$ cat config.mk
export PLATFORM = sky130hd
export DESIGN_NAME = display_scheduler_flat
export DESIGN_NICKNAME = d
export VERILOG_FILES = /design/src/rtl/display_scheduler_if.sv /design/src/rtl/display_scheduler.sv /design/src/flat_wrapper.sv
export SDC_FILE = /design/constraint.sdc
export NUM_CORES = 1
export LEC_CHECK = 0
export BUFFER_PORTS_ARGS = -buffer_cell sky130_fd_sc_hd__buf_2
export CORE_ASPECT_RATIO = 0.6
export CORE_MARGIN = 3
export CORE_UTILIZATION = 40
export CTS_BUF_LIST = sky130_fd_sc_hd__clkbuf_4 sky130_fd_sc_hd__clkbuf_8 sky130_fd_sc_hd__clkbuf_16
export DETAILED_ROUTE_END_ITERATION = 10
export PLACE_DENSITY = 0.66
export SYNTH_ARGS = -nofsm -noshare
export SYNTH_HDL_FRONTEND = slang
export SYNTH_SLANG_ARGS = --single-unit
$ cat constraint.sdc
create_clock -name Clock -period 3 [get_ports Clock]
set_input_delay 0.45 -clock Clock [delete_from_list [all_inputs] [get_ports Clock]]
set_output_delay 0.45 -clock Clock [all_outputs]
set_load 0.01 [all_outputs]
$ cat src/rtl/display_scheduler_if.sv
// -----------------------------------------------------------------------------
// display_scheduler_if
//   Bundles the source-side inputs and display-side outputs of the
//   display_scheduler. The scheduler connects through the slave modport.
//   The environment or upstream logic that drives the sources and consumes the
//   display path connects through the master modport.
//
//   Enable    scheduler run; low forces IDLE
//   SrcData   source k data at [k*Size +: Size]
//   SrcValid  level, source k has displayable data
//   AlertReq  1-cycle pulse, request alert display of source k
//   AlertAck  1-cycle pulse when alert k is accepted
//   Data      to Data2Segments.Data
//   Blank     display blank request
//   Current   index currently shown
//   Alert     high while an alert is being shown
// -----------------------------------------------------------------------------
interface display_scheduler_if #(
  parameter int N    = 4,
  parameter int Size = 4
);
  localparam int CW = (N > 1) ? $clog2(N) : 1;

  logic              Enable;
  logic [N*Size-1:0] SrcData;
  logic [N-1:0]      SrcValid;
  logic [N-1:0]      AlertReq;
  logic [N-1:0]      AlertAck;
  logic [Size-1:0]   Data;
  logic              Blank;
  logic [CW-1:0]     Current;
  logic              Alert;

  modport master (
    output Enable, SrcData, SrcValid, AlertReq,
    input  AlertAck, Data, Blank, Current, Alert
  );

  modport slave (
    input  Enable, SrcData, SrcValid, AlertReq,
    output AlertAck, Data, Blank, Current, Alert
  );
endinterface

$ cat src/rtl/display_scheduler.sv
// -----------------------------------------------------------------------------
// display_scheduler
//   Shares one 7-segment display path among N data sources. It round-robins
//   over the valid sources with a fixed dwell time per source. One-shot alert
//   requests pre-empt the rotation and show the requested source for a fixed
//   alert time. Pending alerts are served lowest index first, back to back.
//
//   Optional feature: define DISPLAY_BLINK_EN to make Blank toggle every
//   BlinkCycles cycles while an alert is shown. The toggling starts unblanked.
//   In the default build Blank stays low for the whole alert.
//
// Ports
//   Clock    system clock, all logic on posedge
//   nReset   asynchronous, active-low reset
//   bus      display_scheduler_if.slave
//            inputs:  Enable, SrcData, SrcValid, AlertReq
//            outputs: AlertAck, Data, Blank, Current, Alert (all registered)
// -----------------------------------------------------------------------------
module display_scheduler #(
  parameter int N              = 4,
  parameter int Size           = 4,
  parameter int ClockPeriod_ns = 20,
  parameter int DwellTime_ns   = 1_000_000_000,
  parameter int AlertTime_ns   = 500_000_000,
  parameter int BlinkTime_ns   = 100_000_000
) (
  input logic                Clock,
  input logic                nReset,
  display_scheduler_if.slave bus
);
  localparam int CW          = (N > 1) ? $clog2(N) : 1;
  localparam int DwellCycles = DwellTime_ns / ClockPeriod_ns;
  localparam int AlertCycles = AlertTime_ns / ClockPeriod_ns;
  localparam int BlinkCycles = BlinkTime_ns / ClockPeriod_ns;
  localparam int MaxDA       = (DwellCycles > AlertCycles) ? DwellCycles : AlertCycles;
  localparam int MaxCycles   = (MaxDA > BlinkCycles) ? MaxDA : BlinkCycles;
  // One timer width covers every interval the block can be configured to count.
  localparam int TW          = $clog2(MaxCycles + 1);

  localparam logic [TW-1:0] DwellLast = TW'(DwellCycles - 1);
  localparam logic [TW-1:0] AlertLast = TW'(AlertCycles - 1);

  localparam logic [1:0] IDLE  = 2'd0;
  localparam logic [1:0] SHOW  = 2'd1;
  localparam logic [1:0] ALERT = 2'd2;

  // First set bit of v strictly after index s, wrapping N-1 -> 0.
  // The bit at s itself is checked last, so a lone valid source is picked again.
  // Starting from s = N-1 returns the lowest set index.
  function automatic logic [CW-1:0] rr_pick(input logic [N-1:0] v,
                                            input logic [CW-1:0] s);
    logic [CW-1:0] ix;
    rr_pick = s;
    for (int off = N; off >= 1; off--) begin
      ix = CW'((int'(s) + off) % N);
      if (v[ix]) rr_pick = ix;
    end
  endfunction

  logic [1:0]      state, state_n;
  logic [CW-1:0]   cur, cur_n;
  logic [TW-1:0]   cnt, cnt_n;
  logic [N-1:0]    pending, pending_n;
  logic [N-1:0]    ack, grant;
  logic [Size-1:0] data;
  logic            blank, blank_n;
  logic            alert;
  logic [CW-1:0]   alert_pick, rot_pick, low_valid;
  logic            any_valid;
  logic [Size-1:0] src [N];

`ifdef DISPLAY_BLINK_EN
  localparam logic [TW-1:0] BlinkLast = TW'(BlinkCycles - 1);
  logic [TW-1:0] bcnt, bcnt_n;
`endif

  for (genvar k = 0; k < N; k++) begin : g_src
    assign src[k] = bus.SrcData[k*Size +: Size];
  end

  always_comb begin
    state_n    = state;
    cur_n      = cur;
    cnt_n      = cnt;
    grant      = '0;
    any_valid  = |bus.SrcValid;
    alert_pick = rr_pick(pending, CW'(N - 1));
    low_valid  = rr_pick(bus.SrcValid, CW'(N - 1));
    rot_pick   = rr_pick(bus.SrcValid, cur);
    if (!bus.Enable) begin
      state_n = IDLE;
      cnt_n   = '0;
    end else if (|pending && (state != ALERT || cnt == AlertLast)) begin
      // Alerts pre-empt IDLE/SHOW at once, but only follow an alert once it has run its full time.
      state_n           = ALERT;
      cur_n             = alert_pick;
      cnt_n             = '0;
      grant[alert_pick] = 1'b1;
    end else begin
      case (state)
        IDLE: begin
          if (any_valid) begin
            state_n = SHOW;
            cur_n   = low_valid;
            cnt_n   = '0;
          end
        end
        SHOW: begin
          if (cnt == DwellLast || !bus.SrcValid[cur]) begin
            cnt_n = '0;
            if (any_valid) cur_n = rot_pick;
            else           state_n = IDLE;
          end else begin
            cnt_n = cnt + 1'b1;
          end
        end
        ALERT: begin
          if (cnt == AlertLast) begin
            cnt_n = '0;
            if (any_valid) begin
              state_n = SHOW;
              cur_n   = rot_pick;
            end else begin
              state_n = IDLE;
            end
          end else begin
            cnt_n = cnt + 1'b1;
          end
        end
        default: begin
          state_n = IDLE;
          cnt_n   = '0;
        end
      endcase
    end
  end

  // A request that lands while its own ack is out is the same event and is dropped.
  // This also applies to a request that lands on the grant edge.
  always_comb begin
    pending_n = (pending | (bus.AlertReq & ~ack)) & ~grant;
  end

  always_comb begin
    blank_n = (state_n == IDLE);
`ifdef DISPLAY_BLINK_EN
    bcnt_n = '0;
    // Only an alert that continues blinks; every alert entry restarts unblanked.
    if (state_n == ALERT && grant == '0) begin
      if (bcnt == BlinkLast) begin
        blank_n = ~blank;
      end else begin
        bcnt_n  = bcnt + 1'b1;
        blank_n = blank;
      end
    end
`endif
  end

  always_ff @(posedge Clock or negedge nReset) begin
    if (!nReset) begin
      state   <= IDLE;
      cur     <= '0;
      cnt     <= '0;
      pending <= '0;
      ack     <= '0;
      data    <= '0;
      blank   <= 1'b1;
      alert   <= 1'b0;
`ifdef DISPLAY_BLINK_EN
      bcnt    <= '0;
`endif
    end else begin
      state   <= state_n;
      cur     <= cur_n;
      cnt     <= cnt_n;
      pending <= pending_n;
      ack     <= grant;
      blank   <= blank_n;
      alert   <= (state_n == ALERT);
      // Data is sampled from the source selected for the coming cycle.
      // This keeps Data aligned with Current. IDLE holds the last shown value.
      if (state_n != IDLE) data <= src[cur_n];
`ifdef DISPLAY_BLINK_EN
      bcnt    <= bcnt_n;
`endif
    end
  end

  assign bus.AlertAck = ack;
  assign bus.Data     = data;
  assign bus.Blank    = blank;
  assign bus.Current  = cur;
  assign bus.Alert    = alert;
endmodule
$ cat src/flat_wrapper.sv
// flat-port wrapper written by rule: the top's interface ports become plain ports
module display_scheduler_flat 
#(
  parameter int N              = 4,
  parameter int Size           = 4,
  parameter int ClockPeriod_ns = 20,
  parameter int DwellTime_ns   = 1_000_000_000,
  parameter int AlertTime_ns   = 500_000_000,
  parameter int BlinkTime_ns   = 100_000_000
)
  (Clock, nReset, bus_Enable, bus_SrcData, bus_SrcValid, bus_AlertReq, bus_AlertAck, bus_Data, bus_Blank, bus_Current, bus_Alert);
  display_scheduler_if #(.N(N), .Size(Size)) bus_i ();
  input logic Clock;
  input logic nReset;
  input wire logic [$bits(bus_i.Enable)-1:0] bus_Enable;
  input wire logic [$bits(bus_i.SrcData)-1:0] bus_SrcData;
  input wire logic [$bits(bus_i.SrcValid)-1:0] bus_SrcValid;
  input wire logic [$bits(bus_i.AlertReq)-1:0] bus_AlertReq;
  output wire logic [$bits(bus_i.AlertAck)-1:0] bus_AlertAck;
  output wire logic [$bits(bus_i.Data)-1:0] bus_Data;
  output wire logic [$bits(bus_i.Blank)-1:0] bus_Blank;
  output wire logic [$bits(bus_i.Current)-1:0] bus_Current;
  output wire logic [$bits(bus_i.Alert)-1:0] bus_Alert;
  assign bus_i.Enable = bus_Enable;
  assign bus_i.SrcData = bus_SrcData;
  assign bus_i.SrcValid = bus_SrcValid;
  assign bus_i.AlertReq = bus_AlertReq;
  assign bus_AlertAck = bus_i.AlertAck;
  assign bus_Data = bus_i.Data;
  assign bus_Blank = bus_i.Blank;
  assign bus_Current = bus_i.Current;
  assign bus_Alert = bus_i.Alert;
  display_scheduler #(.N(N), .Size(Size), .ClockPeriod_ns(ClockPeriod_ns), .DwellTime_ns(DwellTime_ns), .AlertTime_ns(AlertTime_ns), .BlinkTime_ns(BlinkTime_ns)) u_core (.Clock(Clock), .nReset(nReset), .bus(bus_i));
endmodule
==> results.toml, run 1 <==
[power]
switching_share_pct = 34.9
p_comb_share_pct = 34.9
p_leak_nw = 1.44
total_power_mw = 2.15
vdd_ir_drop_max_uv = 283
power.density_nw_per_um2 = 635
p_seq_share_pct = 36.0
clockPowerShare_pct = 29.1
switchingPower_uw = 749
cellInternalPower_mw = 1.40

[die]
die_area_um2 = 8240
coreArea_um2 = 6790
die_h_um = 71.5
fp.dieW_um = 115
initial_core_util_pct = 42.2
rows = 23
io_pins = 39

[final_layout]
final_nets = 405
drive_gt1_share_pct = 23.5
syn_to_final_growth_pct = 18.1
n_antenna_cell = 0
finalNonFillerCells = 461

[placement]
numPortBuffers = 38
hpwl_um = 5720
routabilityCongestion = 0.877
placedCellCount = 453
dp_slack_ps = 177

[yosys]
synth_area_leaders = "dfrtp_1 38%, o21ai_0 7.9%, nor2_1 4.2%"
yosysWarnings = 0
synth_top_cell_by_area = "dfrtp_1"
synth_most_common_cell = "o21ai_0"
synth_top_area_share_pct = 37.6
syn_area_per_cell_um2 = 8.81
synth_fp_nets = 357
synth_area_um2 = 2860
ys_top_cells_by_count = "45 x o21ai_0, 43 x dfrtp_1, 32 x nor2_1, 29 x nand2_1, 17 x nand3_1"
synth_ff_type = "dfrtp_1"
ys_ff_latch = 44
ys_async_sr_fraction_pct = 100
synth_cell_types = 64
synthCells = 325
ys_seq_area_share_pct = 38.5
synth_edf_count = 0

[clock_tree]
cts_setup_buffers = 0
clk_pin_slew_worst_paths_ps = 60
cts_tree = "yes"
cts_buffers = 5
cts_hold_buf = 0
root_buffer = "clkbuf_16"
numClockSinks = 44
htreeDepth = 2
clk_path_buf_depth = 2
postCtsResizedCells = 0
clkLatencyLatePin_ps = 280

[routing]
vias = 2642
antenna_left = 0
drt_iter0_markers = 220
routed_wl_um = 7580
firstDrtPassIters = 5
wl_per_cell_um = 16.4
drc = 0
vias_per_cell = 5.73

[sta]
max_slew_margin_pct = 33.9
layout_min_cycle_time_ps = 2830
hold_violations = 0
max_freq_mhz = 354
finalSetupViolations = 0
setup-tns-final_ps = 0
slew_violations = 0
worstMarginPinSlew_ps = 992
fin_crit_sh_pct = 94.2
rsz0062_at_grt = "no"
setup_slack_ps = 174
skew_ps = 1.86

[worst_setup_path]
critPathKind = "register to register"
worstRegToRegCells = 7
crit_required_ps = 3190
cpLargestDelayFamily = "simple AND/OR/NAND/NOR gates"
path_cells = "or4_4 > nor4_2 > a31oi_1 > o311ai_2 > o311ai_4 > and3_4 > a221oi_2"
endpoint_kind = "register"
cp.buffers_inverters = 0
slowest_stage = "or4_4"
crit_fanout = 7
cp.depth = 7
crit_path_max_incr_delay_ps = 590
critPathLaunchType = "register"
cp.arrival_ps = 3020

[global_route]
antenna_found_initial = 0
grt_max_degree = 45
grt_usage_pct = 19.7
grt_pass1_wl_um = 13100
grt_pass1_vias = 2496
gr-total-overflow = 0

[status]
status = "completed"

[job]
maxCapViolations = 0

[min_path]
hold_path.class = "input pin to asynchronous set/reset pin"
final timing paths:
check,from,endpoint,slack (ps)
worst max-delay path,u_core.cnt[8],u_core.bus.Data[1],170
max in group asynchronous,nReset,u_core.cnt[22],2060
worst max register to register,u_core.cnt[8],u_core.bus.Data[1],170
min in group Clock,bus_AlertReq[0],u_core.pending[0],410
worst min-delay path,nReset,u_core.pending[2],330
worst min register to register,u_core.bus.AlertAck[0],u_core.pending[0],460
routing by layer:
layer | track usage, % | share of wire (%) | vias to the layer above
met4 | 2.73 | 0.40 | 0
li1 | - | - | 1295
met1 | 33.5 | 55 | 1267
met3 | 3.88 | 6.1 | 4
met2 | 25.3 | 38 | 76
met5 | 0 | 0 | -
registers in the layout, summed over array words and instances, names as in the netlist:
register and cells:
u_core.cnt 26, u_core.bus.Current 2, u_core.bus.Data 4, u_core.pending 4, u_core.bus.AlertAck 4, u_core.bus.Alert 1, u_core.state 2, u_core.bus.Blank 1
cells by family after synthesis:
group / count (synthesis) / share of synthesized area, %
AO/OA/AOI/OAI: 103 / 23.9
adder cells (fa/ha/maj): 5 / 2.19
buffers and inverters: 25 / 3.93
flip-flops: 44 / 38.5
multiplexers: 10 / 4.11
AND/OR/NAND/NOR: 138 / 27.4
power groups by stage:
| stage | logic, mW | registers [mW] | clock network, mW |
|---|---|---|---|
| final | 0.749 | 0.772 | 0.624 |
| after global routing | 0.826 | 0.782 | 0.660 |
| after CTS | 0.744 | 0.771 | 0.632 |
| after detailed placement | 0.740 | 0.780 | 0 |
| after global placement | 0.724 | 0.775 | 0 |
| after floorplan | 0.504 | 0.776 | 0 |
layout make-up:
| type | instances | area, um2 |
|---|---|---|
| sequential | 44 | 1100 |
| inverter | 13 | 48.8 |
| multi-input combinational | 256 | 1650 |
| clock inverter | 3 | 42.5 |
| tap | 87 | 109 |
| fill | 665 | 3410 |
| clock buffer | 5 | 125 |
| timing repair buffer | 53 | 303 |
cell usage in the layout (no fill, tap or decap), types with 2 or more instances in the layout:
cell type and instances:
a21oi_2 2, a21o_1 4, nand3_1 17, nand3b_1 4, nor2_2 2, nor2b_1 4, and2_1 3, dfrtp_1 43
and4_1 2, a221oi_2 3, inv_1 13, or4_1 2, nor2_4 2, nand4_1 7, a21oi_1 12, buf_2 38
nor4_4 2, o21ai_1 5, nor4_1 3, and3_1 6, mux2i_1 8, o21ai_0 45, nor3_1 5, ha_1 5
nor2_1 31, nand2_1 29, nor4_2 3, nand2b_1 5, a31oi_1 8, o31ai_1 7, clkbuf_16 5, buf_4 15
through the flow:
stage	utilization [%]	hold slack (ps)	area (um2)
floorplan	-	154	2860
global placement	47.3	448	3210
detailed placement	47.3	453	3210
CTS	49.7	372	3380
global route	49.8	421	3380
finish	49.8	330	3380
(Power assumes the default switching activity.)
==> inputs of run 2 (changes only) <==
--- a/config.mk
+++ b/config.mk
@@ -5,6 +5,7 @@
 export SDC_FILE = /design/constraint.sdc
 export NUM_CORES = 1
 export LEC_CHECK = 0
+export ABC_AREA = 1
 export BUFFER_PORTS_ARGS = -buffer_cell sky130_fd_sc_hd__buf_2
 export CORE_ASPECT_RATIO = 0.6
 export CORE_MARGIN = 3
==> run 2 against run 1 <==
Via count rose by 8.9%. Area after synthesis rose by 3.6%. Non-clock buffer count fell by 14. Core utilization fell by 0.18 points. First-iteration DRC count rose by 49%. Critical path depth rose by 9.
==> results.toml, run 2 <==
[status]
status = "completed"

[global_route]
grt_max_degree = 45
antenna_found_initial = 0
grt_pass1_vias = 2460
grt_pass1_wl_um = 12100
gr-total-overflow = 0
grt_usage_pct = 18.3

[yosys]
synth_edf_count = 0
synthCells = 435
synth_top_cell_by_area = "dfrtp_1"
ys_top_cells_by_count = "118 x nand2_1, 75 x inv_1, 43 x dfrtp_1, 35 x nor2_1, 34 x nand3_1"
synth_fp_nets = 467
synth_top_area_share_pct = 36.3
synth_xor_area_share_pct = 0.295
synth_compound_area_share_pct = 12.7
synth_area_leaders = "dfrtp_1 36%, nand2_1 15%, inv_1 9.5%"
synth_area_um2 = 2970
synth_ff_type = "dfrtp_1"
synth_cell_types = 40
syn_area_per_cell_um2 = 6.82
yosys.area_share.simple_pct = 36.2
synthMuxAreaShare_pct = 0
synth_fa_ha_area_share_pct = 2.11
ys_ff_latch = 44
ys_seq_area_share_pct = 37.2
synth_top_family_by_area = "simple AND/OR/NAND/NOR gates"
yosysWarnings = 0
ys_async_sr_fraction_pct = 100
synth_most_common_cell = "nand2_1"

[placement]
numPortBuffers = 38
routabilityCongestion = 0.948
hpwl_um = 5800

[sta]
slew_violations = 0
layout_min_cycle_time_ps = 2400
max_slew_margin_pct = 33.7
rsz0062_at_grt = "no"
skew_ps = 7.13
finalSetupViolations = 0
fin_crit_sh_pct = 80.0
hold_violations = 0
whs_ps = 327
max_freq_mhz = 416
setup-tns-final_ps = 0
worstMarginPinSlew_ps = 994

[clock_tree]
root_buffer = "clkbuf_16"
clk_pin_slew_worst_paths_ps = 60
cts_buffers = 5
clk_path_buf_depth = 2
cts_tree = "yes"
cts_setup_buffers = 0
clkLatencyLatePin_ps = 290
numClockSinks = 44
postCtsResizedCells = 0
cts_hold_buf = 0
htreeDepth = 2

[routing]
vias_per_cell = 4.98
firstDrtPassIters = 5
drt_iter0_markers = 327
routed_wl_um = 7390
drc = 0
antenna_left = 0
vias = 2878
wl_per_cell_um = 12.8

[power]
vdd_ir_drop_max_uv = 282
power.density_nw_per_um2 = 621
p_leak_nw = 1.76

[final_layout]
final_cell_mix = "118 x nand2_1, 75 x inv_1, 43 x dfrtp_1"
syn_to_final_growth_pct = 16.0
top_register = "u_core.cnt"
n_antenna_cell = 0
final_common_cell = "nand2_1"
largest_reg_flops = 26
drive_gt1_share_pct = 17.8
final_nets = 509

[worst_setup_path]
crit_required_ps = 3180
cp.arrival_ps = 2580
reg2reg_slack_ps = 600
critPathKind = "register to register"
path_cells = "ha_1 > nand2_1 > nor2_4 > nand3_2 > nor2_2 > nand2_1 > nand2_2 > nand2_4 > nand2_4 > nor2_2 > buf_4 > nor3_1 > and3_1 > a21oi_1 > o21ai_0 > inv_1"
worstRegToRegCells = 16
crit_fanout = 11
crit_path_max_incr_delay_ps = 390
critPathLaunchType = "register"
endpoint_kind = "register"
slowest_stage = "dfrtp_1"

[die]
coreArea_um2 = 6940
rows = 23
initial_core_util_pct = 42.8
fp.dieW_um = 117
die_h_um = 72.7
io_pins = 39
die_area_um2 = 8520

[job]
maxCapViolations = 0

[min_path]
hold_path.class = "input pin to asynchronous set/reset pin"
[run 2: cell count changes after synthesis, sizes merged, moves of 9 or more]
cell / previous run / this run
nand2: 29 / 129
a21oi: 14 / 26
inv: 13 / 83
o21ai: 50 / 24
nor3: 5 / 14
nand3: 18 / 36
[run 2: through the flow]
stage                     instances  utilization, %  cell area (um2)  total power, mW  setup slack [ps]
after floorplan                 435               -             2970             1.28               994
after global placement          570            47.1             3270             1.49               668
after detailed placement        570            47.1             3270             1.50               627
after CTS                       578            49.6             3440             2.15               601
after global routing            578            49.6             3440             2.31               300
final                           578            49.6             3440             2.14               599
[run 2: critical path: cells and delay by family (launching register included)]
| family | cells | cell delay, ps |
|---|---|---|
| buffers and inverters | 2 | 230 |
| flip-flops | 1 | 390 |
| adder cells (fa/ha/maj) | 1 | 210 |
| AND/OR/NAND/NOR | 11 | 1330 |
| AO/OA/AOI/OAI | 2 | 130 |
[run 2: layout make-up]
cell class / instances / area [um2]
Fill cell: 683 / 3500
Multi-Input combinational cell: 303 / 1520
Sequential cell: 44 / 1100
Inverter: 84 / 320
Timing Repair Buffer: 39 / 198
Clock buffer: 5 / 125
Tap cell: 100 / 125
Clock inverter: 3 / 46.3
[run 2: path summary, 6_finish.rpt]
kind,startpoint,to
worst max-delay path,u_core.cnt[0],u_core.cnt[18]
worst min-delay path,nReset,u_core.cnt[22]
worst max register to register,u_core.cnt[0],u_core.cnt[18]
worst min register to register,u_core.bus.Data[1],u_core.bus.Data[1]
max in group asynchronous,nReset,u_core.cnt[11]
min in group Clock,u_core.bus.Data[1],u_core.bus.Data[1]
[run 2: kinds of logic after synthesis]
logic type | after synthesis
flip-flops | 44
AND/OR/NAND/NOR | 231
adder cells (fa/ha/maj) | 5
buffers and inverters | 88
XOR/XNOR | 1
AO/OA/AOI/OAI | 66
[run 2: layer usage]
metal | part of all wire, % | global-route usage, %
met4 | 0.97 | 4.33
met3 | 9.0 | 4.81
met2 | 35 | 21.0
met5 | 0 | 0
met1 | 55 | 31.7
[run 2: report_power, final]
group	internal (mW)	total [mW]	switching (mW)
clock network	0.396	0.642	0.246
logic	0.263	0.755	0.492
registers	0.674	0.739	0.0657
